<file path="src/rtl/baseboard_led_pkg.sv">
// Shared LED definitions for baseboard LED blocks: mode codes, the mode-field
// layout inside a write word, and the blink timebase derivation.
package baseboard_led_pkg;

  // Two-bit LED mode codes
  localparam logic [1:0] LED_OFF  = 2'd0;
  localparam logic [1:0] LED_ON   = 2'd1;
  localparam logic [1:0] LED_SLOW = 2'd2;  // 1 Hz, 500 ms on / 500 ms off
  localparam logic [1:0] LED_FAST = 2'd3;  // 4 Hz, 125 ms on / 125 ms off

  // Mode word layout: [3:2] amber code, [1:0] blue code
  localparam int MODE_W    = 4;
  localparam int ADDR_W    = 6;
  localparam int AMBER_MSB = 3;
  localparam int AMBER_LSB = 2;
  localparam int BLUE_MSB  = 1;
  localparam int BLUE_LSB  = 0;

  // Last prescaler count of a 125 ms period (eight ticks per second)
  function automatic int unsigned tick_max(input int unsigned clk_freq_hz);
    return clk_freq_hz / 8 - 1;
  endfunction

  // Lit state of one LED for a mode code and the shared blink phase
  function automatic logic led_decode(input logic [1:0] code,
                                      input logic       fast_on,
                                      input logic       slow_on);
    case (code)
      LED_ON:   return 1'b1;
      LED_SLOW: return slow_on;
      LED_FAST: return fast_on;
      default:  return 1'b0;
    endcase
  endfunction

endpackage

</file>
<file path="src/rtl/led_blink_timebase.sv">
// Common blink timebase: a 125 ms prescaler and a 3-bit phase counter.
// phase[0] toggles every 125 ms (FAST), phase[2] every 500 ms (SLOW).
module led_blink_timebase
  import baseboard_led_pkg::*;
#(
  parameter int unsigned CLK_FREQ_HZ = 25_000_000
) (
  input  logic SYSCLK,
  input  logic RESET_N,
  output logic tick_o,
  output logic fast_on_o,
  output logic slow_on_o
);

  localparam int unsigned TICK_MAX = tick_max(CLK_FREQ_HZ);
  localparam int unsigned CNT_W    = (TICK_MAX > 0) ? $clog2(TICK_MAX + 1) : 1;

  logic [CNT_W-1:0] presc_q, presc_d;
  logic [2:0]       phase_q, phase_d;

  // The tick is the wrap cycle of the prescaler itself, so it is one cycle wide
  assign tick_o    = (presc_q == CNT_W'(TICK_MAX));
  assign fast_on_o = phase_q[0];
  assign slow_on_o = phase_q[2];

  // Next prescaler count and phase; phase wraps 7 -> 0 by natural overflow
  always_comb begin
    presc_d = tick_o ? '0 : presc_q + 1'b1;
    phase_d = tick_o ? phase_q + 3'd1 : phase_q;
  end

  // Prescaler and phase registers
  always_ff @(posedge SYSCLK or negedge RESET_N) begin
    // NOTE: state registers use non-blocking assignments so every flop samples pre-edge values.
    if (!RESET_N) begin
      presc_q <= '0;
      phase_q <= '0;
    end else begin
      presc_q <= presc_d;
      phase_q <= phase_d;
    end
  end

endmodule

</file>
<file path="src/rtl/drv_led_pattern_gen.sv">
// Per-drive LED pattern generator: mode register file, shared blink timebase,
// presence gating and lamp test, producing registered AMBER/BLUE pin levels.
module drv_led_pattern_gen
  import baseboard_led_pkg::*;
#(
  parameter int unsigned NUM_DRV        = 36,
  parameter int unsigned CLK_FREQ_HZ    = 25_000_000,
  parameter bit          LED_ACTIVE_LOW = 1'b1
) (
  input  logic               SYSCLK,
  input  logic               RESET_N,
  input  logic               WR_EN,
  input  logic [ADDR_W-1:0]  WR_ADDR,
  input  logic [MODE_W-1:0]  WR_DATA,
  input  logic [ADDR_W-1:0]  RD_ADDR,
  output logic [MODE_W-1:0]  RD_DATA,
  input  logic [NUM_DRV-1:0] PRSNT,
  input  logic               LAMP_TEST,
  output logic [NUM_DRV-1:0] AMBER_DAT,
  output logic [NUM_DRV-1:0] BLUE_DAT,
  output logic               TICK_125MS
);

  // Pin level of an unlit LED on every drive
  localparam logic [NUM_DRV-1:0] INACTIVE = {NUM_DRV{LED_ACTIVE_LOW}};

  logic [MODE_W-1:0]  mode_q [NUM_DRV];
  logic [MODE_W-1:0]  rd_data_q, rd_data_d;
  logic [NUM_DRV-1:0] lit_amber, lit_blue;
  logic [NUM_DRV-1:0] amber_q, amber_d, blue_q, blue_d;
  logic               tick, fast_on, slow_on;

  led_blink_timebase #(
    .CLK_FREQ_HZ (CLK_FREQ_HZ)
  ) u_timebase (
    .SYSCLK    (SYSCLK),
    .RESET_N   (RESET_N),
    .tick_o    (tick),
    .fast_on_o (fast_on),
    .slow_on_o (slow_on)
  );

  // Mode register file; out-of-range write addresses match no entry
  always_ff @(posedge SYSCLK or negedge RESET_N) begin
    if (!RESET_N) begin
      // NOTE: the mode file must read back as all OFF after reset, so it is built
      // from resettable flops rather than an unreset RAM.
      for (int i = 0; i < NUM_DRV; i++) mode_q[i] <= '0;
    end else if (WR_EN) begin
      for (int i = 0; i < NUM_DRV; i++) begin
        if (WR_ADDR == ADDR_W'(i)) mode_q[i] <= WR_DATA;
      end
    end
  end

  // Readback select; out-of-range addresses read as zero
  always_comb begin
    // NOTE: default first so every path assigns rd_data_d and no latch is inferred.
    rd_data_d = '0;
    for (int i = 0; i < NUM_DRV; i++) begin
      if (RD_ADDR == ADDR_W'(i)) rd_data_d = mode_q[i];
    end
  end

  // Per-drive decode with lamp-test override and presence gating
  for (genvar g = 0; g < NUM_DRV; g++) begin : g_drv
    logic [1:0] amber_code, blue_code;
    assign amber_code   = mode_q[g][AMBER_MSB:AMBER_LSB];
    assign blue_code    = mode_q[g][BLUE_MSB:BLUE_LSB];
    assign lit_amber[g] = LAMP_TEST | (PRSNT[g] & led_decode(amber_code, fast_on, slow_on));
    assign lit_blue[g]  = LAMP_TEST | (PRSNT[g] & led_decode(blue_code, fast_on, slow_on));
  end

  // Convert lit state to pin polarity
  always_comb begin
    amber_d = lit_amber ^ INACTIVE;
    blue_d  = lit_blue ^ INACTIVE;
  end

  // Readback and pin output registers; old mode value wins on a same-cycle write
  always_ff @(posedge SYSCLK or negedge RESET_N) begin
    if (!RESET_N) begin
      rd_data_q <= '0;
      amber_q   <= INACTIVE;
      blue_q    <= INACTIVE;
    end else begin
      rd_data_q <= rd_data_d;
      amber_q   <= amber_d;
      blue_q    <= blue_d;
    end
  end

  assign RD_DATA    = rd_data_q;
  assign AMBER_DAT  = amber_q;
  assign BLUE_DAT   = blue_q;
  assign TICK_125MS = tick;

endmodule
</file>
<file path="config.mk">
export PLATFORM = sky130hd
export DESIGN_NAME = drv_led_pattern_gen
export DESIGN_NICKNAME = d
export VERILOG_FILES = /design/src/rtl/baseboard_led_pkg.sv /design/src/rtl/led_blink_timebase.sv /design/src/rtl/drv_led_pattern_gen.sv
export SDC_FILE = /design/constraint.sdc
export NUM_CORES = 1
export LEC_CHECK = 0
export ABC_AREA = 1
export CAP_MARGIN = 20
export CELL_PAD_IN_SITES_DETAIL_PLACEMENT = 1
export CELL_PAD_IN_SITES_GLOBAL_PLACEMENT = 2
export CORE_AREA = 2 2 133 265
export DETAILED_ROUTE_END_ITERATION = 6
export DIE_AREA = 0 0 135 267
export PLACE_DENSITY = 0.93
export SETUP_SLACK_MARGIN = 0.4
export SKIP_LAST_GASP = 1
export SLEW_MARGIN = 0
export SYNTH_ARGS = -nofsm -noshare
export SYNTH_HDL_FRONTEND = slang
export SYNTH_HIERARCHICAL = 1
export SYNTH_SLANG_ARGS = --single-unit
</file>
<file path="constraint.sdc">
create_clock -name SYSCLK -period 4.4 [get_ports SYSCLK]
set_input_delay 0.88 -clock SYSCLK [delete_from_list [all_inputs] [get_ports SYSCLK]]
set_output_delay 0.88 -clock SYSCLK [all_outputs]
set_load 0.03 [all_outputs]
</file>
# ---- After elaboration in Yosys (flattened, before gate mapping)
# Index checks and enable logic that the tools add are counted.
dict set report totals {
  ff_bits 245
  input_bits 56
  word_cells 623
}
dict set report op_classes {
  add_sub_neg 2
  n_eq_ne 287
  n_mux 109
  n_bitwise 146
  n_reduce_logical 38
}
# cell n
set ops {}
lappend ops {{2-bit == test (second input constant)} 144}
lappend ops {{1-bit one-hot mux with 3 select lines} 72}
lappend ops {{6-bit by 5-bit == test with 1-bit output (second input constant)} 32}
lappend ops {{2-bit by 1-bit == test with 1-bit output (second input constant)} 72}
lappend ops {{4-bit 2-to-1 mux} 36}
lappend ops {{6-bit by 4-bit == test with 1-bit output (second input constant)} 16}
lappend ops {{1-bit bitwise AND} 72}
lappend ops {{36-bit NOT} 2}
lappend ops {{1-bit bitwise OR} 72}
lappend ops {{2-bit AND reduction} 36}
lappend ops {{6-bit by 3-bit == test with 1-bit output (second input constant)} 8}
lappend ops {{6-bit == test (second input constant)} 8}
lappend ops {{6-bit by 2-bit == test with 1-bit output (second input constant)} 4}
lappend ops {{22-bit by 1-bit adder with 22-bit output (second input constant)} 1}
lappend ops {{22-bit == test (second input constant)} 1}
lappend ops {{22-bit 2-to-1 mux} 1}
lappend ops {{6-bit by 1-bit == test with 1-bit output (second input constant)} 2}
lappend ops {{6-bit zero test} 2}
lappend ops {{3-bit by 1-bit adder with 3-bit output (second input constant)} 1}

# ---- Logic depth before layout (Yosys ltp)
# Gate-level depths: netlist of the first run.
dict set report logic_depth {
  ltp_word 37
  ltp_mapped 23
  ltp_nobuf 23
}

# ---- By module
# The synthesis of the first run kept the hierarchy.
# mod n_inst cells_per_inst area_each_um2 seq_area_each_um2
set modules_own_cells {}
lappend modules_own_cells {drv_led_pattern_gen 1 1361 10562.6 5595.4}
lappend modules_own_cells {led_blink_timebase 1 210 1522.7 625.6}

# ---- Worst setup path after synthesis of the first run
# OpenSTA, ideal clock, no wires.
dict set report synth_path {
  path_type {input-to-reg}
  start {in RD_ADDR[5]}
  end {reg rd_data_q[3], in the netlist RD_DATA[3]}
  arrival_time_ns 2.425
  path_slack_ns 1.845
  cell_stages 21
  path_buffers 1
  path_cell_list {nor2_1 > buf_2 > nand3_1 > inv_1 > nand2_1 > nand2_1 > nand4_1 > nand2_1 > nand4_1 > nand2_1 > nand4_1 > nand2_1 > nand3_1 > nand2_1 > nand4_1 > nand2_1 > nand4_1 > nand2_1 > nand4_1 > nor2_1 > nand4_1}
}
dict set report synth_via {
  elab_chain_cells 37
}
# item line
set synth_lines {}
lappend synth_lines {{start, declared} drv_led_pattern_gen.sv:15} ;# input logic [ADDR_W-1:0] RD_ADDR,
lappend synth_lines {{6-bit zero test} drv_led_pattern_gen.sv:61} ;# if (RD_ADDR == ADDR_W'(i)) rd_data_d = mode_q[i];
lappend synth_lines {{4-bit 2-to-1 mux (35 in series)} drv_led_pattern_gen.sv:61}
lappend synth_lines {{4-bit 2-to-1 mux *} drv_led_pattern_gen.sv:61}
lappend synth_lines {{via rd_data_d[3]} drv_led_pattern_gen.sv:28} ;# logic [MODE_W-1:0] rd_data_q, rd_data_d;
lappend synth_lines {{end signal, assigned} drv_led_pattern_gen.sv:87} ;# rd_data_q <= rd_data_d;
lappend synth_lines {{end, declared} drv_led_pattern_gen.sv:28}
# The timed path passes the listed nets; every way through them passes the cells marked *.
# A chain may end at the register's enable or synchronous reset.

# ---- Worst setup path after layout of the first run
dict set report layout_path {
  start {reg u_timebase.presc_q[0]}
  end {out TICK_125MS}
}
dict set report layout_via {
  elab_chain_cells 1
}
# item line
set layout_lines {}
lappend layout_lines {{start, declared} led_blink_timebase.sv:18} ;# logic [CNT_W-1:0] presc_q, presc_d;
lappend layout_lines {{start signal, assigned} led_blink_timebase.sv:39} ;# presc_q <= presc_d;
lappend layout_lines {{22-bit == test} led_blink_timebase.sv:22} ;# assign tick_o = (presc_q == CNT_W'(TICK_MAX));
lappend layout_lines {{end, declared} drv_led_pattern_gen.sv:21} ;# output logic TICK_125MS
# Every way passes these cells.

==> out/metrics.yaml, run 1 <==
logic_synthesis:
  synth-edff-count: 0
  synth_most_common_cell: "nand2_1"
  syn_area_per_cell_sq_um: 7.693
  synth_seq_area_share: 0.5148
  synth_seq_cells: 245
  synthAdderAreaFrac: 0.002071
  async_flop_share: 1.000
  synth_cell_types: 34
  synth.area.top_cells: "dfrtp_1, dfstp_2, nand2_1"
  yosys.area_share.simple: 0.2425
  netlist.area_leader.share: 0.3582
  yosys.area.top_type: "dfrtp_1"
  synth_mux_area_frac: 0
  netlist_instances: 1571
  syn_area_sq_um: 12090
  synth_commonest_cells: "nand2_1, o21ai_0, inv_1"
  synth_fp_nets: 1629
  yosys_warnings: 6
  ys.flop_type: "dfrtp_1"
  synth-xor-area-share: 0.005798
  synth_top_family_by_area: "simple AND/OR/NAND/NOR gates"
  synth-compound-area-share: 0.1561
timing:
  fmax_mhz: 272.6
  fin_setup_tns_ns: 0
  worst_slew_pin_slew_ns: 1.021
  max_slew_margin: 0.3191
  setup_viol: 0
  grt_setup_unrepaired: "no"
  skew_ns: 0.01768
  worst_slack_ns: 0.7322
  finalHoldViolations: 0
  min_period_over_period: 0.8336
  slew_violations: 0
  min_period_ns: 3.668
placement:
  gp_congestion: 0.9156
  post-dp-hpwl_mm: 32.88
  dpl_cell_area_sq_um: 13910
  pre_cts_ws_ns: 0.6947
  numPortBuffers: 132
layout:
  diodes: 0
  area_growth_pct: 22.29
  final_nets: 1759
  drive_above_1_share: 0.09715
  final_cell_area_sq_um: 14780
floorplan:
  rows: 96
  io_pins: 133
  die_area_sq_um: 36050
  initial_core_util: 0.3543
  coreArea_sq_um: 34110
  die_y_um: 267
  die_w_um: 135
clock_tree:
  cts.reportedPaths.clkPinSlew_ns: 0.06
  h-tree-depth: 1
  cts_hold_buf: 0
  postCtsSetupBuffers: 0
  clockRootBuffer: "clkbuf_16"
  cts_buffers: 24
  cts_sinks: 245
  cts_resized: 0
  clockBufferDepth: 3
  clkLatencyLatePin_ns: 0.55
  cts_tree: "built"
critical_path:
  worstPathArrival_ns: 2.79
  crit_fanout: 12
  critPathLaunchType: "register"
  cp-end-kind: "output pin"
  worst_r2r_path_depth: 20
  criticalPathCategory: "reg -> out"
  worstPathRequired_ns: 3.52
hold_path:
  hold_class: "in -> async"
run_status:
  status: "finished clean"
route:
  drc_errors: 0
  via_per_inst: 5.227
  antenna_left: 0
  vias: 11290
  wl_per_cell_um: 20.19
  firstDrtPassIters: 4
  dr.first_iter.drc_count: 480
  wirelength_mm: 43.62
global_route:
  grt_max_degree: 84
  groute.usage.overall: 0.2472
  antenna_found_initial: 0
  grt_pass1_vias: 12270
  grt_pass1_wl_mm: 68.35
  gr-total-overflow: 0
power_and_ir_drop:
  vdd_ir_drop_max_uv: 352.5
  power.leakage_nw: 6.460
  powerDensity_nw_per_um2: 390.6
run:
  max_cap_violations: 0
==> routing by layer <==
layer  wire length (um)  up-vias  GRT usage
li1                   -     5311          -
met1              15040     5636     0.2428
met2              24880      231     0.4944
met3               1329      113    0.02621
met4               2375        0     0.1267
met5                  0        -          0
==> final cells by class <==
class,instances,area (sq um)
fillers,4219,19330
multi-input cells,1079,4917
clock inverters,11,170.2
repair buffers,148,1459
clock buffers,33,695.7
well taps,441,551.8
inverters,203,762.0
flip-flops and latches,245,6223
==> critical path: stages, from the launching register on <==
cell             delay (ns)
dfrtp_1                0.39
ha_1                   0.23
nand2_2                0.11
nor3_1                 0.28
nand3_2                0.38
inv_1                  0.18
clkdlybuf4s50_1        0.68
==> stage by stage <==
stage / hold WS, ns / instances / utilization / power (mW)
after detailed placement: 0.4732 / 2116 / 0.4079 / 3.540
final: 0.3320 / 2160 / 0.4332 / 5.773
after global routing: 0.3801 / 2160 / 0.4332 / 6.014
after CTS: 0.3674 / 2160 / 0.4332 / 5.833
after global placement: 0.4660 / 2116 / 0.4079 / 3.500
after floorplan: 0.4530 / 1571 / - / 3.099
==> sequential cells by signal, summed over array words and instances, names as in the netlist <==
signal,cells
AMBER_DAT,36
BLUE_DAT,36
RD_DATA,4
g_drv.amber_code,72
g_drv.blue_code,72
u_timebase/phase_q,3
u_timebase/presc_q,22
==> layout by cell type, fill, tap and decap left out, drive strengths merged, types with 2 or more instances in the layout <==
master	instances
o221ai	8
inv	199
nand4	38
nor3	13
ha	2
dfstp	72
xor2	7
o311ai	9
buf	17
nor2	136
o31ai	3
a21oi	71
dfrtp	173
clkbuf	33
o21ai	264
or2	3
clkdlybuf4s50	131
bufinv	4
nand3	36
nor3b	2
nand2	482
a31o	4
clkinv	11
==> where the power goes <==
part | switching (mW) | leakage [nW] | internal [mW]
combinational | 0.471 | 2.97 | 0.278
clock | 0.927 | 0.429 | 1.35
sequential | 0.246 | 3.06 | 2.50
total | 1.64 | 6.46 | 4.13
==> path summary, 6_finish.rpt <==
check / start / slack (ns) / to
min reg2reg: g_drv[2].blue_code[1] / 0.49 / g_drv[2].blue_code[1]
max in group asynchronous: RESET_N / 3.03 / BLUE_DAT[16]
max reg2reg: g_drv[0].amber_code[0] / 2.00 / RD_DATA[2]
min: RESET_N / 0.33 / g_drv[33].amber_code[0]
max: u_timebase/presc_q[0] / 0.73 / TICK_125MS
min in group SYSCLK: g_drv[2].blue_code[1] / 0.49 / g_drv[2].blue_code[1]
==> logic make-up (layout without fill, tap and decap cells) <==
| kind of cell | after synthesis | in the layout |
|---|---|---|
| compound gates | 359 | 359 |
| xor+xnor | 8 | 8 |
| fa+ha+maj | 2 | 2 |
| buf+inv | 247 | 395 |
| flops | 245 | 245 |
| simple gates | 710 | 710 |
Power figures use the tool's default switching activity.
==> run 2: changes to the inputs <==
Settings changed: CORE_AREA 2 2 133 265 to 2 2 139 276, DIE_AREA 0 0 135 267 to 0 0 141 278, PLACE_DENSITY 0.93 to 0.87.
Clock period 4.4 ns to 3.68 ns, I/O delays scaled along.
==> run 2 against run 1 <==
  * Largest power group unchanged
  * Worst hold slack got worse by 0.21 ns
  * Cell area is 1.6% higher
  * Final cell count grew 1.6%
  * Sequential cell count is the same
  * First-iteration DRC count fell by 2.3%
  * Sequential power increased by 19%
  * Wire length rose by 1.5%
  * Core utilization shrank 2.9 points
  * Sequential share of layout area shrank 0.66 points
  * Combinational power increased by 20%
==> out/metrics.yaml, run 2 (synthesized netlist as in run 1, its figures left out) <==
route:
  dr.first_iter.drc_count: 469  # -2.3%
  drc_errors: 0  # unchanged
  via_per_inst: 5.145  # -1.6%
  firstDrtPassIters: 5  # +1
  wl_per_cell_um: 20.19  # about the same
  antenna_left: 0  # unchanged
  met1_length_mm: 15.62  # +3.8%
  wl_met2_mm: 25.04  # +0.67%
  wirelength_mm: 44.29  # +1.5%
  vias: 11290  # -0.027%
  wl_met3_mm: 1.251  # -5.9%
  highest_layer: "met5"
timing:
  finalHoldViolations: 0  # unchanged
  fin_setup_tns_ns: 0  # unchanged
  setup_viol: 0  # unchanged
  slew_violations: 0  # unchanged
  grt_setup_unrepaired: "no"
  worst_slew_pin_slew_ns: 0.8900  # -0.1314 ns
  max_slew_margin: 0.4060  # +0.08698
  fmax_mhz: 317.1
  skew_ns: 0.01532  # -0.002355 ns
  min_period_ns: 3.154
  min_period_over_period: 0.8571
floorplan:
  die_area_sq_um: 39200  # +8.7%
  die_w_um: 141  # +4.4%
  io_pins: 133  # unchanged
  initial_core_util: 0.3252  # -0.02906
  die_y_um: 278  # +4.1%
  coreArea_sq_um: 37160  # +8.9%
  rows: 100  # +4.2%
clock_tree:
  cts_hold_buf: 0  # unchanged
  cts_tree: "built"
  clkLatencyLatePin_ns: 0.55  # about the same
  cts_sinks: 245  # unchanged
  cts.reportedPaths.clkPinSlew_ns: 0.06  # about the same
  clockRootBuffer: "clkbuf_16"
  h-tree-depth: 1  # unchanged
  clockBufferDepth: 3  # unchanged
  cts_buffers: 26  # +8.3%
global_route:
  grt_max_degree: 66  # -21%
  grt_pass1_vias: 12330  # +0.46%
  gr-total-overflow: 0  # unchanged
  groute.usage.overall: 0.2285  # -0.01871
  grt_pass1_wl_mm: 69.32  # +1.4%
  antenna_found_initial: 1  # +1
power_and_ir_drop:
  power.leakage_nw: 6.602  # +2.2%
  vdd_ir_drop_max_uv: 403.3  # +14%
  powerDensity_nw_per_um2: 472.6  # +21%
layout:
  area_growth_pct: 24.25
  layout_common_cells: "nand2_1, o21ai_0, inv_1, dfrtp_1, clkdlybuf4s50_1"
  post-route-util: 0.4041  # -0.02917
  nFillCells: 4478  # +6.1%
  drive_above_1_share: 0.1055  # +0.008326
  diodes: 0  # unchanged
  mostFrequentLayoutCell: "nand2_1"
  multiInputGateArea_sq_um: 4932  # +0.31%
  seq_area_sq_um: 6223  # unchanged
  fin_cells: 2194  # +1.6%
  final_nets: 1773  # +0.80%
run:
  max_cap_violations: 0  # unchanged
critical_path:
  critPathLaunchType: "register"
  worstPathArrival_ns: 2.42  # -0.37 ns
  crit_fanout: 4  # -8
  worstPathRequired_ns: 2.94  # -0.58 ns
  criticalPathCategory: "reg -> out"
  cp-end-kind: "output pin"
placement:
  gp_congestion: 0.9219  # +0.69%
  post-dp-hpwl_mm: 33.63  # +2.3%
  placedCellCount: 2145  # +1.4%
  numPortBuffers: 132  # unchanged
hold_path:
  hold_class: "in -> async"
run_status:
  status: "finished clean"
## run 2: final timing paths
path,cells after the start,end,slack [ns],start
setup / recovery,6,TICK_125MS,0.53,u_timebase/presc_q[0]
hold / removal,1,g_drv[32].amber_code[0],0.13,RESET_N
setup reg to reg,20,RD_DATA[2],1.28,g_drv[2].amber_code[0]
hold reg to reg,2,u_timebase/phase_q[1],0.49,u_timebase/phase_q[1]
max in group asynchronous,2,BLUE_DAT[6],2.70,RESET_N
min in group SYSCLK,2,u_timebase/phase_q[1],0.49,u_timebase/phase_q[1]
## run 2: final cells by class
class	instances	area share
Inverter	203	0.05075
Tap cell	459	0.03825
Sequential cell	245	0.4145
Clock inverter	9	0.01192
Timing Repair Buffer	160	0.1055
Clock buffer	39	0.05066
Multi-Input combinational cell	1079	0.3285
## run 2: where the power goes
group / internal [mW] / total, mW / switching (mW)
Sequential: 3.00 / 3.28 / 0.289
Combinational: 0.337 / 0.900 / 0.562
Clock: 1.78 / 2.91 / 1.13
## run 2: per-layer routing
metal	GRT usage	up-vias
li1	-	5343
met3	0.02478	113
met1	0.2305	5608
met2	0.4520	222
met4	0.1151	2
met5	0	-
## run 2: stage by stage
step | hold WS, ns | instance area (sq um) | total power, mW | setup WS, ns
5_1_grt | 0.1657 | 15020 | 7.410 | 0.4048
2_1_floorplan | 0.4404 | 12090 | 3.705 | 1.269
3_3_place_gp | 0.4652 | 14040 | 4.193 | 0.1354
3_5_place_dp | 0.4744 | 14040 | 4.237 | 0.04946
6_report | 0.1256 | 15020 | 7.097 | 0.5259
4_1_cts | 0.1371 | 15000 | 7.185 | 0.4975
## run 2: critical path, stage by stage (launching register included)
cell and delay [ns]:
dfrtp_1 0.38, ha_1 0.23, nand2_2 0.10, nor3_2 0.26, nand3_2 0.13, inv_1 0.10
clkdlybuf4s50_1 0.67
## run 2: repair_timing
item	CTS	global route
setup endpoints to repair	1	1
setup buffers	1	0
gates resized for setup	1	7
pin swaps	1	0
==> run 3: changes to the inputs <==
Settings changed: REMOVE_ABC_BUFFERS from default to 1.
==> run 3 against run 2 <==
  * Via count is essentially flat
  * Final cell count shrank 0.14%
  * Worst hold slack gained 0.058 ns
  * Critical path type unchanged
  * Wire length grew 3.7%
  * Total power shrank 1.9%
  * Sequential power is essentially flat
  * Sequential cell count is the same
  * Largest power group unchanged
==> out/metrics.yaml, run 3 (synthesized netlist as in run 1, its figures left out) <==
timing:
  grt_setup_unrepaired: "no"
  max_slew_margin: 0.3658  # -0.04019
  worst_slew_pin_slew_ns: 0.9512  # +0.06127 ns
  min_period_over_period: 0.8538  # -0.003329
  setup_viol: 0  # unchanged
  min_period_ns: 3.142  # -0.01225 ns
  worst_slack_ns: 0.5382  # +0.01225 ns
  finalHoldViolations: 0  # unchanged
  slew_violations: 0  # unchanged
  fin_setup_tns_ns: 0  # unchanged
  skew_ns: 0.01177  # -0.003553 ns
  fmax_mhz: 318.3  # +0.39%
placement:
  placedCellCount: 2140  # -0.23%
  post-dp-hpwl_mm: 34.30  # +2.0%
  pre_cts_ws_ns: 0.006596  # -0.04287 ns
  gp_congestion: 0.9146  # -0.79%
  numPortBuffers: 132  # unchanged
global_route:
  groute.usage.overall: 0.2353  # +0.006760
  gr-total-overflow: 0  # unchanged
  grt_pass1_wl_mm: 70.23  # +1.3%
  grt_pass1_vias: 12150  # -1.5%
  antenna_found_initial: 0  # -1
  grt_max_degree: 92  # +39%
layout:
  nFillCells: 4537  # +1.3%
  area_growth_pct: 23.54
  fin_cells: 2191  # -0.14%
  diodes: 0  # unchanged
  drive_above_1_share: 0.1080  # +0.002492
  final_nets: 1770  # -0.17%
  layout_common_cells: "nand2_1, o21ai_0, inv_1, dfrtp_1, clkdlybuf4s50_1"
  mostFrequentLayoutCell: "nand2_1"
route:
  wirelength_mm: 45.91  # +3.7%
  wl_per_cell_um: 20.95  # +3.8%
  drc_errors: 0  # unchanged
  antenna_left: 0  # unchanged
  vias: 11290  # +0.053%
  dr.first_iter.drc_count: 478  # +1.9%
  via_per_inst: 5.155  # +0.19%
  firstDrtPassIters: 5  # unchanged
clock_tree:
  cts_tree: "built"
  cts_sinks: 245  # unchanged
  clockBufferDepth: 3  # unchanged
  cts_hold_buf: 0  # unchanged
  cts.reportedPaths.clkPinSlew_ns: 0.07  # about the same
  clkLatencyLatePin_ns: 0.55  # about the same
  h-tree-depth: 1  # unchanged
  clockRootBuffer: "clkbuf_16"
  cts_buffers: 26  # unchanged
critical_path:
  worstPathArrival_ns: 2.41  # about the same
  criticalPathCategory: "reg -> out"
  worstPathRequired_ns: 2.94  # about the same
  path_cells: "ha_1 -> nand2_2 -> nor3_2 -> nand3_2 -> inv_1 -> clkdlybuf4s50_1"
  critPathLaunchType: "register"
  path_delay_family: "buffers and inverters"
  crit_fanout: 4  # unchanged
  cpMaxStageDelayCell: "clkdlybuf4s50_1"
  cpPeakStageDelay_ns: 0.66  # about the same
  cp-end-kind: "output pin"
  crit_buf_inv: 2  # unchanged
floorplan:
  die_y_um: 278  # unchanged
  io_pins: 133  # unchanged
  initial_core_util: 0.3252  # unchanged
  coreArea_sq_um: 37160  # unchanged
  rows: 100  # unchanged
  die_w_um: 141  # unchanged
  die_area_sq_um: 39200  # unchanged
run_status:
  status: "finished clean"
run:
  max_cap_violations: 0  # unchanged
power_and_ir_drop:
  vdd_ir_drop_max_uv: 286.7  # -29%
  powerDensity_nw_per_um2: 466.3  # -1.4%
  power.leakage_nw: 6.566  # -0.55%
hold_path:
  hold_class: "in -> async"
-- run 3: cell count changes in the layout (fill, tap and decap cells not counted) --
| cell | delta |
|---|---|
| clkinv_1 | -1 |
| nor2_4 | -1 |
| clkinv_4 | +1 |
| buf_12 | -1 |
| clkbuf_8 | +3 |
| nor2_1 | +1 |
| buf_4 | -3 |
| inv_2 | +4 |
| buf_6 | +1 |
| inv_1 | -3 |
| clkbuf_1 | -4 |
| clkinv_2 | +4 |
| bufinv_16 | -3 |
| inv_8 | -1 |
-- run 3: per-stage QoR --
step / hold slack, ns / cell area, sq um / power (mW) / util
floorplan: 0.4404 / 11900 / 3.697 / -
global placement: 0.4672 / 13990 / 4.221 / 0.3766
detailed placement: 0.4732 / 13990 / 4.257 / 0.3766
CTS: 0.2217 / 14890 / 7.045 / 0.4006
global route: 0.2303 / 14930 / 7.268 / 0.4018
finish: 0.1834 / 14930 / 6.962 / 0.4018
-- run 3: final cells by class --
class                           count  area [sq um]  share of cell area
Tap cell                          459         574.3             0.03846
Inverter                          203         762.0             0.05103
Clock inverter                     10         106.4            0.007123
Multi-Input combinational cell   1079          4925              0.3298
Clock buffer                       38         787.0             0.05271
Timing Repair Buffer              157          1553              0.1040
Sequential cell                   245          6223              0.4168
-- run 3: metal layers --
metal | track usage | routed length (um) | up-vias
met5 | 0 | 0 | -
met2 | 0.4724 | 26340 | 236
met3 | 0.02185 | 1208 | 98
li1 | - | - | 5336
met4 | 0.1144 | 2236 | 0
met1 | 0.2353 | 16130 | 5624
-- run 3: final timing paths --
| check | cells past startpoint | slack, ns | to | from |
|---|---|---|---|---|
| max in group asynchronous | 2 | 2.55 | BLUE_DAT[26] | RESET_N |
| min in group SYSCLK | 2 | 0.48 | g_drv[6].blue_code[1] | g_drv[6].blue_code[1] |
| max | 6 | 0.54 | TICK_125MS | u_timebase/presc_q[0] |
| max reg2reg | 20 | 1.32 | RD_DATA[0] | g_drv[1].blue_code[0] |
| min reg2reg | 2 | 0.48 | g_drv[6].blue_code[1] | g_drv[6].blue_code[1] |
| min | 1 | 0.18 | u_timebase/presc_q[14] | RESET_N |
-- run 3: what timing repair did --
action,CTS,global route
setup endpoints to repair,0,3
gates resized for setup,0,7
hold endpoints to repair,0,0
setup buffers,0,3
-- run 3: report_power, final --
group | switching (mW) | internal (mW) | total (mW)
sequential | 0.311 | 3.00 | 3.31
clock | 1.13 | 1.62 | 2.75
combinational | 0.566 | 0.337 | 0.903
